$ cat src/rtl/if_fetch_unit.sv
// Instruction fetch stage: issues one memory request at a time, holds the fetched
// instruction for IF/ID until it advances, and squashes in-flight work on a redirect.
module if_fetch_unit #(
  parameter logic [31:0] RESET_PC = 32'h0000_0000
) (
  input  logic        clk,
  input  logic        reset,
  input  logic        StallF,
  input  logic        PCSrcE,
  input  logic [31:0] PCTargetE,
  output logic        imem_req,
  output logic [31:0] imem_addr,
  input  logic        imem_valid,
  input  logic [31:0] imem_rdata,
  output logic [31:0] InstrF,
  output logic [31:0] PCF,
  output logic [31:0] PCplus4F,
  output logic        FetchValidF,
  output logic        BusyF
);

  localparam int unsigned XLEN = 32;
  localparam logic [XLEN-1:0] PC_STEP      = XLEN'(4);
  localparam logic [XLEN-1:0] RESET_PC_AL  = {RESET_PC[XLEN-1:2], 2'b00};
  localparam logic [XLEN-1:0] RESET_PC_P4  = RESET_PC_AL + PC_STEP;

  typedef enum logic [1:0] {
    S_ISSUE = 2'd0,
    S_WAIT  = 2'd1,
    S_HOLD  = 2'd2,
    S_DROP  = 2'd3
  } state_e;

  state_e          state_q, state_d;
  logic [XLEN-1:0] fetch_pc_q, fetch_pc_d;
  logic [XLEN-1:0] instr_q, instr_d;
  logic [XLEN-1:0] pcf_q, pcf_d;
  logic [XLEN-1:0] pcp4_q, pcp4_d;
  logic            valid_q, valid_d;

  logic [XLEN-1:0] target_c;
  logic [XLEN-1:0] seq_pc_c;

  // Redirect targets are word aligned; the adder wraps naturally at 2^32.
  assign target_c = {PCTargetE[XLEN-1:2], 2'b00};
  assign seq_pc_c = fetch_pc_q + PC_STEP;

  // Next-state, datapath and request strobe; redirect outranks stall and response.
  always_comb begin
    state_d    = state_q;
    fetch_pc_d = fetch_pc_q;
    instr_d    = instr_q;
    pcf_d      = pcf_q;
    pcp4_d     = pcp4_q;
    valid_d    = valid_q;
    imem_req   = 1'b0;
    imem_addr  = fetch_pc_q;

    case (state_q)
      S_ISSUE: begin
        imem_req = 1'b1;
        if (PCSrcE) begin
          fetch_pc_d = target_c;
          state_d    = S_DROP;
        end else begin
          state_d    = S_WAIT;
        end
      end
      S_WAIT: begin
        if (PCSrcE) begin
          fetch_pc_d = target_c;
          state_d    = imem_valid ? S_ISSUE : S_DROP;
        end else if (imem_valid) begin
          instr_d = imem_rdata;
          pcf_d   = fetch_pc_q;
          pcp4_d  = seq_pc_c;
          valid_d = 1'b1;
          state_d = S_HOLD;
        end
      end
      S_HOLD: begin
        if (PCSrcE) begin
          fetch_pc_d = target_c;
          valid_d    = 1'b0;
          instr_d    = '0;
          state_d    = S_ISSUE;
        end else if (!StallF) begin
          fetch_pc_d = seq_pc_c;
          valid_d    = 1'b0;
          instr_d    = '0;
          state_d    = S_ISSUE;
        end
      end
      S_DROP: begin
        // A response consumed here belongs to a squashed request.
        if (PCSrcE) begin
          fetch_pc_d = target_c;
        end
        if (imem_valid) begin
          state_d = S_ISSUE;
        end
      end
      default: begin
        state_d = S_ISSUE;
      end
    endcase
  end

  always_ff @(posedge clk or posedge reset) begin
    if (reset) begin
      state_q    <= S_ISSUE;
      fetch_pc_q <= RESET_PC_AL;
      instr_q    <= '0;
      pcf_q      <= RESET_PC_AL;
      pcp4_q     <= RESET_PC_P4;
      valid_q    <= 1'b0;
    end else begin
      state_q    <= state_d;
      fetch_pc_q <= fetch_pc_d;
      instr_q    <= instr_d;
      pcf_q      <= pcf_d;
      pcp4_q     <= pcp4_d;
      valid_q    <= valid_d;
    end
  end

  assign InstrF      = instr_q;
  assign PCF         = pcf_q;
  assign PCplus4F    = pcp4_q;
  assign FetchValidF = valid_q;
  assign BusyF       = ~valid_q;

endmodule

$ cat config.mk
export PLATFORM = sky130hd
export DESIGN_NAME = if_fetch_unit
export DESIGN_NICKNAME = d
export VERILOG_FILES = /design/src/rtl/if_fetch_unit.sv
export SDC_FILE = /design/constraint.sdc
export NUM_CORES = 1
export LEC_CHECK = 0
export CORE_UTILIZATION = 41
export DETAILED_ROUTE_END_ITERATION = 8
export GPL_TIMING_DRIVEN = 0
export PLACE_DENSITY = 0.81
export SKIP_CTS_REPAIR_TIMING = 1
export SLEW_MARGIN = 20
export SYNTH_ARGS = -nofsm -noshare
export SYNTH_HDL_FRONTEND = slang
export SYNTH_SLANG_ARGS = --single-unit
$ cat constraint.sdc
create_clock -name clk -period 5 [get_ports clk]
set_input_delay 0.5 -clock clk [delete_from_list [all_inputs] [get_ports clk]]
set_output_delay 0.5 -clock clk [all_outputs]
set_load 0.005 [all_outputs]
==> results of run 1 <==
sequential cells by signal, summed over array words and instances (netlist names):
signal       count
imem_addr       30
PCplus4F        30
FetchValidF      1
state_q          2
InstrF          32
PCF             30
per-stage QoR:
step | area [sq um] | setup TNS (ns)
after floorplan | 5620 | 0
after global placement | 7740 | -49.34
after detailed placement | 7770 | 0
after CTS | 8330 | 0
after global routing | 8330 | 0
final | 8330 | 0
cell usage after synthesis (2+ instances only):
cell type	count	area share (%)
mux2i_1	2	0.36
dfrtp_1	124	55
nand2_1	43	2.9
o21ai_0	29	2.6
nor2b_1	2	0.22
nor2_1	41	2.7
buf_2	18	1.6
xor2_1	43	6.7
buf_4	7	0.94
a22o_1	32	5.0
nor3_4	2	0.58
nand4_2	2	0.45
and3_1	5	0.56
inv_1	4	0.27
xnor2_1	15	2.3
a21oi_1	30	2.7
nand3_1	29	2.6
clkbuf_1	16	1.1
nand4_1	11	1.2
nor3_1	9	0.80
mux2_2	33	6.6
worst max-delay path by stage:
stage	depth (start not counted)	slack [ns]	from	end
floorplan	1	1.17	reset	FetchValidF$_DFFE_PP0P_
global placement	2	-0.41	reset	PCF[17]$_DFFE_PP0P_
detailed placement	7	2.36	imem_valid	PCplus4F[13]$_DFFE_PP0P_
CTS	7	2.78	imem_valid	PCplus4F[9]$_DFFE_PP0P_
global route	7	2.60	imem_valid	PCplus4F[9]$_DFFE_PP0P_
finish	7	2.78	imem_valid	PCplus4F[9]$_DFFE_PP0P_
worst max-delay path, cell delays in order:
cell and delay, ns:
clkdlybuf4s50_1 0.51, nand2_1 0.10, nor3_1 0.36, buf_2 0.33
buf_2 0.30, buf_2 0.28, a21oi_1 0.11
power by group:
part | switching, mW | internal, mW
Clock | 0.416 | 0.727
Combinational | 0.571 | 1.03
Sequential | 0.268 | 1.42
cells by family after synthesis:
family,share of synthesized area [%]
buffers and inverters,4.18
DFF,55.9
xor gates and xnor gates,9.07
other,0.0669
muxes,6.99
and+or+nand+nor,13.1
AOI/OAI and AO/OA,10.5
adders and majority gates,0.223
placed cells by master (no fill, tap or decap), types with 2 or more instances in the layout:
master           instances
clkinv_2                 7
nand4_2                  2
nor3_1                   9
nor2_1                  41
and3_1                   5
mux2i_1                  2
nor2b_1                  2
buf_2                   18
nand4_1                 11
clkdlybuf4s50_1        190
inv_1                    3
nor3_4                   2
mux2_2                  33
a21oi_1                 30
xor2_1                  43
clkbuf_16               17
nand2_1                 43
clkbuf_8                 4
nand3_1                 29
a22o_1                  32
xnor2_1                 15
conb_1                   6
clkbuf_1                18
dfrtp_1                124
buf_4                    7
o21ai_0                 29
cell type report:
class | instances | area, sq um
fill | 1062 | 4970
sequential | 125 | 3130
tap | 176 | 220
multi-input combinational | 344 | 2260
timing repair buffer | 191 | 1930
inverter | 4 | 20.0
clock inverter | 8 | 65.1
buffer | 43 | 219
clock buffer | 23 | 488
layer usage:
layer  up-vias  track usage [%]  part of all wire, %
li1       2200                -                    -
met1      2319             30.2                   42
met2       192             41.5                   50
met3        16             6.51                  6.5
met4         0             8.15                  1.1
met5         -                0                    0
==> metrics.md, run 1 <==
| Metric | Value |
|---|---|
| Worst EP arrival | `2.50 ns` |
| CTS buffer count | `17` |
| Routed len/inst | `17.7 microns` |
| Maxcap violations | `0` |
| Final Util | `62.6%` |
| Total gr overflow | `0` |
| Lkg Pwr | `3.52 nW` |
| Period utilisation layout | `44.5%` |
| Vias | `4727` |
| Hold EP | `InstrF[1]$_DFFE_PP0P_` |
| Final hold violation count | `0` |
| Die height | `119 microns` |
| Worst Hold Depth | `1` |
| Hold slack | `0.496 ns` |
| Die ar. | `14100 sq um` |
| Core area | `13300 sq um` |
| # diodes | `0` |
| Syn Inst Count | `511` |
| Ys async rst share | `100%` |
| Total routed wirelength | `16.2 mm` |
| DP HPWL | `11.8 mm` |
| GPL Wtd Cong | `0.850` |
| Layout Cells excl Fill | `914` |
| Max-slew violation count | `0` |
| R2R Setup Slk | `2.82 ns` |
| Drt pass-1 iters | `5` |
| GRT Overall Usage | `24.4%` |
| H-tree Lvls | `4` |
| Worst R2R End | `imem_addr[18]$_DFFE_PP0P_` |
| Status | `complete, no violations` |
| Most used DFF post-synth | `dfrtp_1` |
| Bufs on Longest Clock Path | `2` |
| Slew margin rel. | `52.2%` |
| FF-to-FF Start | `imem_addr[2]$_DFFE_PP0P_` |
| Share of layout cells above drive strength 1 | `13.3%` |
| DIE WIDTH | `119 microns` |
| EDFF count, synth | `0` |
| CTS tree | `yes` |
| Syn avg cell area | `11.0 sq um` |
| Max Clk Rate | `450 MHz` |
| Yosys Warn Count | `0` |
| CTS sink count | `125` |
| Post-route DRC | `0` |
| Critical Path RT | `5.28 ns` |
| Vias per std cell | `5.17` |
| Startpoint type of the worst setup path | `input port` |
| R2R cell count | `7` |
| Worst-path clk slew | `0.05 ns` |
| P&R area growth vs syn | `48.7%` |
| Crit end category | `register` |
| Starting Density | `42.1%` |
| Final setup fails | `0` |
| Synth Cell Area | `5600 sq um` |
| Final net count | `796` |
| Pwr per Cell Area | `532 nW/um^2` |
| Worst Setup Path Type | `in -> reg` |
| Yosys cell types | `35` |
| Hold Path Class | `reg -> reg` |
| Synth Register Bits | `125` |
| Maximum vdd drop | `232 uV` |
| First-pass GRT wire length | `26.4 mm` |
| Minimum clock period | `2.22 ns` |
| RSZ-0062 raised after global routing | `no` |
| Placed insts | `883` |
| Crit path max fanout | `10` |
| Port-buffer cells | `190` |
| DR iter-0 viols | `246` |
| Largest net degree at the start of global routing | `81` |
| Clock Skew | `0.00691 ns` |
| Clk Latency, worst-skew pair | `0.41 ns` |
| Clk root buf | `clkbuf_16` |
| Overall Power | `4.43 mW` |
| Post-route ant nets | `0` |
| Initial antenna violation count | `0` |
| Std-Cell Rows | `42` |
| Worst setup margin | `2.78 ns` |
| Hold path start | `InstrF[1]$_DFFE_PP0P_` |
| Post-synthesis sequential area ratio | `55.9%` |
| Actual slew at the worst max-slew pin | `0.717 ns` |
| Pre-CTS setup slack | `2.36 ns` |
| Vias in the first global route | `4967` |
| # IOs | `200` |
No activity file was read; power rests on OpenSTA's default activity.
==> run 2, diff against run 1 <==
--- a/config.mk
+++ b/config.mk
@@ -8,7 +8,7 @@
 export CORE_UTILIZATION = 41
 export DETAILED_ROUTE_END_ITERATION = 8
 export GPL_TIMING_DRIVEN = 0
-export PLACE_DENSITY = 0.81
+export PLACE_DENSITY = 0.84
 export SKIP_CTS_REPAIR_TIMING = 1
 export SLEW_MARGIN = 20
 export SYNTH_ARGS = -nofsm -noshare
==> constraint.sdc (replaced) <==
create_clock -name clk -period 1.95 [get_ports clk]
set_input_delay 0.195 -clock clk [delete_from_list [all_inputs] [get_ports clk]]
set_output_delay 0.195 -clock clk [all_outputs]
set_load 0.005 [all_outputs]
==> metrics.md, run 2 (same netlist as run 1, synthesis figures left out) <==
| Metric | Value |
|---|---|
| Routed len/inst | `17.7 microns` |
| Initial antenna violation count | `0` |
| Post-route ant nets | `0` |
| Drt pass-1 iters | `4` |
| Die height | `119 microns` |
| DIE WIDTH | `119 microns` |
| Share of layout cells above drive strength 1 | `17.8%` |
| Actual slew at the worst max-slew pin | `0.680 ns` |
| Setup_tns | `0 ns` |
| Fill count | `1037` |
| CTS buffer count | `17` |
| Worst R2R End | `imem_addr[19]$_DFFE_PP0P_` |
| Max-slew violation count | `0` |
| Hold Path Class | `in -> async` |
| Final hold violation count | `0` |
| GRT Overall Usage | `24.0%` |
| Clock Skew | `0.00758 ns` |
| # IOs | `200` |
| Worst-path clk slew | `0.06 ns` |
| Final Util | `64.7%` |
| RSZ-0062 raised after global routing | `yes` |
| Final net count | `806` |
| Minimum clock period | `1.93 ns` |
| Crit end category | `register` |
| Maxcap violations | `0` |
| Bufs on Longest Clock Path | `2` |
| Worst Setup Path Type | `reg -> reg` |
| First-pass GRT wire length | `26.0 mm` |
| CTS tree | `yes` |
| Most common cell after layout, fill and taps aside | `clkdlybuf4s50_1` |
| Slew margin rel. | `54.6%` |
| Largest net degree at the start of global routing | `36` |
| Port-buffer cells | `190` |
| R2R Setup Slk | `0.02 ns` |
| # diodes | `0` |
| Core area | `13300 sq um` |
| Overall Power | `11.6 mW` |
| Worst EP arrival | `2.23 ns` |
| Startpoint type of the worst setup path | `register` |
| Final setup fails | `0` |
| Vias in the first global route | `5012` |
| Starting Density | `42.1%` |
| Max Clk Rate | `519 MHz` |
| H-tree Lvls | `4` |
| Maximum vdd drop | `640 uV` |
| Critical Path RT | `2.25 ns` |
| Die ar. | `14100 sq um` |
| Clk root buf | `clkbuf_16` |
| Status | `complete, no violations` |
| Vias | `4841` |
| Cell area after placement | `7810 sq um` |
| Post-route DRC | `0` |
| Clk Latency, worst-skew pair | `0.41 ns` |
| Crit path max fanout | `8` |
| DP HPWL | `11.9 mm` |
| P&R area growth vs syn | `53.6%` |
| GPL Wtd Cong | `0.828` |
| FF-to-FF Start | `imem_addr[10]$_DFFE_PP0P_` |
| CTS sink count | `125` |
| DR iter-0 viols | `134` |
| Pwr per Cell Area | `1350 nW/um^2` |
| Vias per std cell | `5.24` |
| Std-Cell Rows | `42` |
| Max FFs per register | `32` |
| Commonest cells after routing, fill and taps aside | `clkdlybuf4s50_1 (190), dfrtp_1 (116), nand2_1 (43), xor2_1 (43), nor2_1 (40)` |
| Lkg Pwr | `3.61 nW` |
| Period utilisation layout | `98.8%` |
| Final Cell Area | `8600 sq um` |
| Total routed wirelength | `16.4 mm` |
| R2R cell count | `8` |
| Total gr overflow | `0` |
==> run 2: metal layers <==
| metal | up-vias | track usage (%) | share of wire (%) |
|---|---|---|---|
| met5 | - | 0 | 0 |
| met4 | 0 | 9.18 | 2.0 |
| met3 | 32 | 6.85 | 7.3 |
| met2 | 231 | 40.6 | 50 |
| met1 | 2373 | 29.1 | 40 |
| li1 | 2205 | - | - |
==> run 2: cell type report <==
| class | instances | area, sq um | share of cell area (%) |
|---|---|---|---|
| clock inverters | 10 | 115 | 1.34 |
| well taps | 176 | 220 | 2.56 |
| inverters | 4 | 18.8 | 0.218 |
| flip-flops and latches | 125 | 3140 | 36.5 |
| repair buffers | 204 | 2050 | 23.8 |
| plain buffers | 40 | 244 | 2.84 |
| clock buffers | 21 | 470 | 5.47 |
| multi-input cells | 344 | 2350 | 27.3 |
==> run 2: through the flow <==
step	hold slack [ns]	setup WS [ns]	std cells
2_1_floorplan	0.286	0.187	516
3_3_place_gp	0.482	-0.812	882
3_5_place_dp	0.482	-0.440	885
4_1_cts	0.242	-0.293	916
5_1_grt	0.287	-0.0797	924
6_report	0.231	0.0226	924
==> run 2: worst max-delay path by stage <==
stage                           endpoint                      start  cells past startpoint  slack, ns
2_1_floorplan   PCplus4F[24]$_DFFE_PP0P_   imem_addr[2]$_DFFE_PP0P_                      7       0.19
3_3_place_gp         PCF[18]$_DFFE_PP0P_                      reset                      2      -0.81
3_5_place_dp     PCplus4F[5]$_DFFE_PP0P_                 imem_valid                      7      -0.44
4_1_cts         PCplus4F[23]$_DFFE_PP0P_  imem_addr[11]$_DFFE_PP0P_                      7      -0.29
5_1_grt        imem_addr[19]$_DFFE_PP0P_  imem_addr[10]$_DFFE_PP0P_                      8      -0.08
6_report       imem_addr[19]$_DFFE_PP0P_  imem_addr[10]$_DFFE_PP0P_                      8       0.02
==> run 2: power by group <==
part           switching (mW)  internal (mW)  leakage (nW)
combinational            1.49           2.70          1.81
sequential              0.719           3.64          1.52
clock                    1.11           1.97         0.281
==> run 2: worst max-delay path, cell delays in order, from the launching register on <==
cell and delay, ns:
dfrtp_1 0.37, buf_6 0.13, nand4_1 0.12, buf_6 0.16, nor4_4 0.31, buf_4 0.19
and4_1 0.20, xor2_1 0.06, mux2_2 0.26
